File: config.mk
export PLATFORM = sky130hd
export DESIGN_NAME = game_ctrl
export DESIGN_NICKNAME = d
export VERILOG_FILES = /design/src/rtl/tetris_pkg.sv /design/src/rtl/game_lfsr.sv /design/src/rtl/game_ctrl.sv
export SDC_FILE = /design/constraint.sdc
export NUM_CORES = 1
export LEC_CHECK = 0
export BUFFER_PORTS_ARGS = -buffer_cell sky130_fd_sc_hd__buf_2
export CORE_MARGIN = 5
export CORE_UTILIZATION = 40
export CTS_CLUSTER_DIAMETER = 100
export DETAILED_ROUTE_END_ITERATION = 8
export GPL_ROUTABILITY_DRIVEN = 0
export PLACE_DENSITY_LB_ADDON = 0.08
export SETUP_SLACK_MARGIN = 0.15
export SKIP_CTS_REPAIR_TIMING = 1
export SLEW_MARGIN = 20
export SYNTH_ARGS = -nofsm -noshare
export SYNTH_HDL_FRONTEND = slang
export SYNTH_SLANG_ARGS = --single-unit
File: constraint.sdc
create_clock -name clk -period 3.3 [get_ports clk]
set_input_delay 0.33 -clock clk [delete_from_list [all_inputs] [get_ports clk]]
set_output_delay 0.33 -clock clk [all_outputs]
set_load 0.05 [all_outputs]
File: src/rtl/tetris_pkg.sv
// Shared types and constants for the game controller and playfield stages.
package tetris_pkg;

  typedef enum logic [1:0] {
    StIdle,
    StSpawn,
    StPlay,
    StOver
  } game_state_e;

  localparam int unsigned NUM_BLOCKS   = 7;
  localparam int unsigned SCORE_W      = 16;
  localparam int unsigned LEVEL_W      = 4;
  localparam logic [9:0]  RO_NONE      = 10'd0;
  localparam logic [9:0]  RO_CW        = 10'd1;
  localparam logic [15:0] DEFAULT_SEED = 16'hACE1;

  // Fold the raw 3-bit LFSR slice onto the valid piece range (7 -> 0).
  function automatic logic [2:0] piece_index(logic [2:0] raw);
    return (raw >= 3'(NUM_BLOCKS)) ? 3'd0 : raw;
  endfunction

endpackage

File: src/rtl/game_lfsr.sv
// Free-running 16-bit Fibonacci LFSR (taps 16,14,13,11) with piece-index mapping.
module game_lfsr
  import tetris_pkg::*;
#(
  parameter logic [15:0] SEED = DEFAULT_SEED
) (
  input  logic       clk,
  input  logic       rst_n,
  output logic [2:0] piece
);

  // An all-zero seed would lock the LFSR up.
  localparam logic [15:0] START = (SEED == 16'd0) ? DEFAULT_SEED : SEED;

  logic [15:0] lfsr_q;
  logic        feedback;

  assign feedback = lfsr_q[15] ^ lfsr_q[13] ^ lfsr_q[12] ^ lfsr_q[10];

  // Advance every cycle regardless of game state.
  always_ff @(posedge clk) begin
    if (!rst_n) lfsr_q <= START;
    else        lfsr_q <= {lfsr_q[14:0], feedback};
  end

  assign piece = piece_index(lfsr_q[2:0]);

endmodule

File: src/rtl/game_ctrl.sv
// Game controller: button edges to move strobes, gravity, piece selection,
// score and level. Define GAME_CTRL_LEVEL_EN to enable level-based speed-up.
module game_ctrl
  import tetris_pkg::*;
#(
  parameter int unsigned GRAVITY_TICKS = 25_000_000,
  parameter int unsigned MIN_TICKS     = 1_000_000,
  parameter int unsigned LEVEL_STEP    = 100,
  parameter logic [15:0] LFSR_SEED     = 16'hACE1
) (
  input  logic               clk,
  input  logic               rst_n,
  input  logic               btn_left,
  input  logic               btn_right,
  input  logic               btn_down,
  input  logic               btn_rot,
  input  logic               btn_start,
  input  logic               next_block,
  input  logic               gameover,
  input  logic [9:0]         score_plus,
  output logic               left,
  output logic               right,
  output logic               down,
  output logic [9:0]         ro,
  output logic [9:0]         block_num,
  output logic [SCORE_W-1:0] score,
  output logic [LEVEL_W-1:0] level,
  output logic               playing,
  output logic               over
);

  game_state_e        state_q;
  logic [4:0]         btn_q;
  logic               next_q;
  logic               armed_q;
  logic [4:0]         btn_now;
  logic [4:0]         btn_rise;
  logic               next_rise;
  logic [31:0]        grav_cnt_q;
  logic [31:0]        period;
  logic               grav_wrap;
  logic [2:0]         lfsr_piece;
  logic [SCORE_W:0]   score_sum;
  logic               score_we;
  logic [SCORE_W-1:0] score_new;

  game_lfsr #(
    .SEED (LFSR_SEED)
  ) u_lfsr (
    .clk   (clk),
    .rst_n (rst_n),
    .piece (lfsr_piece)
  );

  assign btn_now = {btn_start, btn_rot, btn_down, btn_right, btn_left};

  // Previous levels sampled every cycle; armed_q masks the first cycle after
  // reset so a button held through reset does not count as a press.
  always_ff @(posedge clk) begin
    if (!rst_n) begin
      btn_q   <= '0;
      next_q  <= 1'b0;
      armed_q <= 1'b0;
    end else begin
      btn_q   <= btn_now;
      next_q  <= next_block;
      armed_q <= 1'b1;
    end
  end

  assign btn_rise  = btn_now & ~btn_q & {5{armed_q}};
  assign next_rise = next_block & ~next_q & armed_q;
  assign grav_wrap = (grav_cnt_q >= period - 32'd1);

  // Score write enable and value shared by the FSM and the level tracker.
  always_comb begin
    score_sum = {1'b0, score} + {{(SCORE_W - 10){1'b0}}, score_plus};
    score_we  = 1'b0;
    score_new = score;
    unique case (state_q)
      StIdle, StOver: begin
        if (btn_rise[4]) begin
          score_we  = 1'b1;
          score_new = '0;
        end
      end
      StPlay: begin
        if (!gameover && next_rise) begin
          score_we  = 1'b1;
          score_new = score_sum[SCORE_W] ? '1 : score_sum[SCORE_W-1:0];
        end
      end
      default: ;
    endcase
  end

`ifdef GAME_CTRL_LEVEL_EN
  logic [LEVEL_W-1:0] level_q;
  logic [31:0]        shifted;

  // Count of LEVEL_STEP thresholds reached, capped at 15.
  function automatic logic [LEVEL_W-1:0] level_of(logic [SCORE_W-1:0] s);
    logic [LEVEL_W-1:0] lvl;
    lvl = '0;
    for (int unsigned k = 1; k <= 15; k++) begin
      if (32'(s) >= k * LEVEL_STEP) lvl = LEVEL_W'(k);
    end
    return lvl;
  endfunction

  // Level only moves when score is written, so both update together.
  always_ff @(posedge clk) begin
    if (!rst_n)        level_q <= '0;
    else if (score_we) level_q <= level_of(score_new);
  end

  // Gravity period halves per level, floored at MIN_TICKS.
  always_comb begin
    shifted = 32'(GRAVITY_TICKS) >> level_q;
    period  = (shifted > 32'(MIN_TICKS)) ? shifted : 32'(MIN_TICKS);
  end

  assign level = level_q;
`else
  // Level parameters have no effect in this build.
  logic unused_level_cfg;
  assign unused_level_cfg = ^{32'(MIN_TICKS), 32'(LEVEL_STEP)};
  assign level            = '0;
  assign period           = 32'(GRAVITY_TICKS);
`endif

  // Main game FSM with registered strobes and status outputs.
  always_ff @(posedge clk) begin
    if (!rst_n) begin
      state_q    <= StIdle;
      left       <= 1'b0;
      right      <= 1'b0;
      down       <= 1'b0;
      ro         <= RO_NONE;
      block_num  <= '0;
      score      <= '0;
      playing    <= 1'b0;
      over       <= 1'b0;
      grav_cnt_q <= '0;
    end else begin
      left  <= 1'b0;
      right <= 1'b0;
      down  <= 1'b0;
      ro    <= RO_NONE;
      if (score_we) score <= score_new;
      unique case (state_q)
        StIdle: begin
          if (btn_rise[4]) state_q <= StSpawn;
        end
        StSpawn: begin
          block_num  <= {7'd0, lfsr_piece};
          grav_cnt_q <= '0;
          if (gameover) begin
            state_q <= StOver;
            over    <= 1'b1;
          end else begin
            state_q <= StPlay;
            playing <= 1'b1;
          end
        end
        StPlay: begin
          if (gameover) begin
            state_q <= StOver;
            playing <= 1'b0;
            over    <= 1'b1;
          end else if (next_rise) begin
            state_q <= StSpawn;
            playing <= 1'b0;
          end else if (btn_rise[2] || grav_wrap) begin
            // Button and gravity drop merge into one pulse.
            down       <= 1'b1;
            grav_cnt_q <= '0;
          end else begin
            grav_cnt_q <= grav_cnt_q + 32'd1;
            if (btn_rise[3])      ro    <= RO_CW;
            else if (btn_rise[0]) left  <= 1'b1;
            else if (btn_rise[1]) right <= 1'b1;
          end
        end
        StOver: begin
          if (btn_rise[4]) begin
            state_q <= StSpawn;
            over    <= 1'b0;
          end
        end
        default: state_q <= StIdle;
      endcase
    end
  end

endmodule

==> out/results.tsv, run 1 <==
metric	value	unit
clockBufferDepth	2	
drv_slew	0	
p_leak	1.89	nW
cap_violations	0	
avgRoutedWirePerCell	14.6	um
clk_pin_slew	100	ps
drt_iter0_drc	147	
drt_pass1_iterations	4	
dieArea	0.0127	mm2
initial_core_util	0.410	
highest-signal-layer	met4	
place_hpwl	6830	um
ys_seq_area_frac	0.388	
maxSlewHeadroom	0.276	
ys_seq_elements	82	
fillers	1041	
power.density	538	mW/mm2
synthArstFlopShare	0	
fp.dieH	113	um
vias	3393	
fin_skew	13.4	ps
clockRootBuffer	clkbuf_8	
ys_warn_count	0	
peakVddDrop	0.285	mV
cp-end-kind	register	
antenna_found_initial	0	
worstPathRequired	3540	ps
clock-sinks	82	
yosysTopAreaCell	dfxtp_1	
wl_met1	4780	um
synth_top_area_frac	0.388	
fin_area	0.00469	mm2
rows	37	
place_area	0.00448	mm2
synth_area_per_cell	9.04	um2
wl_met3	435	um
period_share	0.792	
hold_violations	0	
ios	64	
grt_usage	0.149	
status	finished, final reports clean	
min_period	2610	ps
yosys.cell_types.count	64	
synth_area	0.00423	mm2
grt_pass1_wl	15500	um
grt_overflow_total	0	
grt_max_degree	33	
worst_pin_slew	1080	ps
tritoncts	built	
synth-edff-count	0	
met2_length	4220	um
layout.nets	545	
fin_hold_ws	177	ps
rsz0062_at_grt	no	
htree_levels	3	
wirelength	9500	um
final_cell_mix	dfxtp_1, buf_2, nand2_1	
synthFlopType	dfxtp_1	
final_common_cell	dfxtp_1	
yosys-top-cells-area	dfxtp_1, xnor2_1, ha_1, a21oi_2, buf_4	
hold_class	input port to register	
tns	0	ps
cp.arrival	2850	ps
postSynthCellCount	468	
fmax	383	MHz
drive_above_1_share	0.190	
port_buffers	43	
ant_nets	0	
syn_to_final_growth	10.7	%
cp-start-kind	register	
setup.worst_path.class	register to register	
cts_made_buffers	9	
antennaDiodeCount	0	
critical_path.max_fanout	19	
drc	0	
die_w	113	um
avgViaCountPerCell	5.21	
core_area	0.0103	mm2
setup_violations	0	
grt_pass1_vias	3075	
clk_latency	360	ps
stage by stage:
stage | std cells | total power [W] | setup WS, ps | util
after floorplan | 487 | 0.00163 | 761 | -
after global placement | 635 | 0.00180 | 736 | 0.434
after detailed placement | 635 | 0.00180 | 680 | 0.434
after CTS | 651 | 0.00256 | 658 | 0.454
after global routing | 651 | 0.00267 | 476 | 0.454
final | 651 | 0.00252 | 686 | 0.454
routing by layer:
metal	vias to the layer above	track usage
li1	1738	-
met1	1585	0.211
met2	66	0.227
met3	4	0.0380
met4	0	0.0361
met5	-	0
Yosys cell counts (8+ instances only):
cell	n
nand2b_1	8
inv_1	14
nand3_1	16
dfxtp_1	82
a21oi_2	18
nor2_1	19
a21o_1	8
xnor2_1	24
and2_1	15
o21ai_0	22
ha_1	15
a21oi_1	19
and3_1	14
nor4_1	12
nor3_1	16
clkbuf_1	11
nand4_1	12
buf_4	20
nand2_1	40
cell type report:
type / instances / area (um2) / share of cell area
clock buffer: 9 / 124 / 0.0264
clock inverter: 7 / 86.3 / 0.0184
inverter: 14 / 52.6 / 0.0112
multi-input combinational: 355 / 2360 / 0.503
sequential: 82 / 1640 / 0.350
tap: 136 / 170 / 0.0363
timing repair buffer: 48 / 253 / 0.0539
sequential cells by signal (all words and copies together), names as in the netlist:
register       count
right              1
ro                 1
over               1
score             16
playing            1
left               1
grav_cnt_q        32
btn_q              5
next_q             1
down               1
armed_q            1
state_q            2
u_lfsr.lfsr_q     16
block_num          3
logic make-up (layout without fill, tap and decap cells):
logic type,Yosys count,count (layout),share of synthesized area
and+or+nand+nor,177,177,0.232
AOI/OAI and AO/OA,110,110,0.192
DFF,82,82,0.388
buffers and inverters,50,78,0.0715
xor gates and xnor gates,30,30,0.0621
adders and majority gates,16,16,0.0491
muxes,2,2,0.00473
other,1,20,0.000886
path summary, 6_finish.rpt:
path | start | to | slack (ps) | cells past startpoint
setup / recovery | grav_cnt_q[20] | grav_cnt_q[3] | 690 | 6
hold / removal | btn_right | btn_q[1] | 180 | 2
setup reg to reg | grav_cnt_q[20] | grav_cnt_q[3] | 690 | 6
hold reg to reg | u_lfsr.lfsr_q[14] | u_lfsr.lfsr_q[15] | 420 | 1
where the power goes:
part	leakage [nW]	total, W	switching, W	internal, W
registers	0.668	0.00107	0.0000321	0.00104
clock network	0.104	0.000743	0.000442	0.000302
logic	1.12	0.000710	0.000511	0.000198
critical path: stages, from the launching register on:
cell and delay, ps:
dfxtp_1 400, and3_1 260, nand4_1 130, o31a_2 390, o211ai_2 850, buf_4 380
a21oi_1 90
Power figures use the tool's default switching activity.
==> inputs of run 2 (changes only) <==
==> constraint.sdc (replaced) <==
create_clock -name clk -period 2.6 [get_ports clk]
set_input_delay 0.26 -clock clk [delete_from_list [all_inputs] [get_ports clk]]
set_output_delay 0.26 -clock clk [all_outputs]
set_load 0.05 [all_outputs]
==> out/results.tsv, run 2 (same netlist as run 1, synthesis figures left out) <==
metric	value	unit
layout.nets	550	
clk_latency	350	ps
min_to	btn_q[2]	
place_hpwl	6770	um
regMostFlops	grav_cnt_q	
avgRoutedWirePerCell	14.1	um
cp.arrival	2570	ps
vias	3407	
crit_chain	ha_1 -> fa_1 -> a21o_1 -> a221oi_4 -> buf_4 -> mux2i_1 -> a31oi_1 -> a221o_1	
grt_usage	0.153	
min_period	2320	ps
drt_pass1_iterations	4	
antennaDiodeCount	0	
grt_pass1_vias	3215	
drive_above_1_share	0.200	
drt_iter0_drc	127	
cap_violations	0	
r2r_cells	8	
worst_pin_slew	633	ps
fin_skew	8.04	ps
rows	37	
fmax	431	MHz
period_share	0.892	
clock-sinks	82	
maxSlewHeadroom	0.577	
clockRootBuffer	clkbuf_8	
cp_slowest_cell	fa_1	
rrSetupSlack	280	ps
cp-end-kind	register	
port_buffers	43	
die_w	113	um
avgViaCountPerCell	5.19	
drc	0	
ant_nets	0	
r2r-end	score[8]	
antenna_found_initial	0	
largest_reg_flops	32	
grt_pass1_wl	15800	um
final_common_cell	dfxtp_1	
setup.worst_path.class	register to register	
p_leak	1.90	nW
core_area	0.0103	mm2
tns	0	ps
status	finished, final reports clean	
hold_class	input port to register	
wirelength	9260	um
place_area	0.00450	mm2
fp.dieH	113	um
hold_depth	2	
clk_pin_slew	80	ps
syn_to_final_growth	11.6	%
rsz0062_at_grt	yes	
cts_made_buffers	9	
fin_area	0.00472	mm2
setup_violations	0	
power.density	675	mW/mm2
peakVddDrop	0.515	mV
r2r-start	score[0]	
hold_violations	0	
grt_max_degree	31	
ios	64	
critical-path-max-stage-delay	400	ps
min_from	btn_down	
clockBufferDepth	2	
fillers	1041	
top_regs	grav_cnt_q x32, score x16, u_lfsr.lfsr_q x16	
htree_levels	3	
cp-start-kind	register	
dieArea	0.0127	mm2
critical_path.max_fanout	5	
worstPathRequired	2850	ps
final_cell_mix	dfxtp_1, buf_2, nand2_1	
drv_slew	0	
p_total	0.00319	W
grt_overflow_total	0	
tritoncts	built	
initial_core_util	0.410	
## run 2: per-layer routing
metal,part of all wire,GRT usage,vias to the layer above,wire (um)
li1,-,-,1747,-
met1,0.50,0.207,1599,4590
met2,0.45,0.238,56,4180
met3,0.047,0.0513,5,436
met4,0.0063,0.0313,0,58
met5,0,0,-,0
## run 2: area by class of cell
cell class | instances | area [um2] | area share
sequential | 82 | 1640 | 0.348
timing repair buffer | 53 | 290 | 0.0615
multi-input combinational | 355 | 2360 | 0.500
clock inverter | 5 | 62.6 | 0.0132
clock buffer | 11 | 141 | 0.0299
tap | 136 | 170 | 0.0360
inverter | 14 | 52.6 | 0.0111
## run 2: critical path, delay by kind of cell, from the launching register on
kind            cells  cell delay, ps
compound gates      4             940
fa+ha+maj           2             600
buf+inv             1             180
flops               1             330
mux                 1             160
## run 2: power breakdown
part | total (W) | switching [W] | internal [W]
registers | 0.00136 | 0.0000415 | 0.00132
clock network | 0.000944 | 0.000469 | 0.000475
logic | 0.000885 | 0.000639 | 0.000246
total | 0.00319 | 0.00115 | 0.00204
## run 2: how the worst max path moves through the flow
stage	slack [ps]	endpoint	startpoint
finish	280	score[8]	score[0]
detailed placement	150	score[10]	score_plus[0]
floorplan	180	score[9]	score[4]
CTS	200	score[10]	score[0]
global placement	210	score[10]	score_plus[0]
global route	140	score[8]	score[0]
## run 2: stage by stage
stage               utilization  instances  worst slack [ps]  hold WS, ps
detailed placement        0.436        638               147          394
finish                    0.457        656               280          122
floorplan                     -        487               183          288
global route              0.457        656               140         84.7
global placement          0.436        638               209          391
CTS                       0.456        654               198         94.6
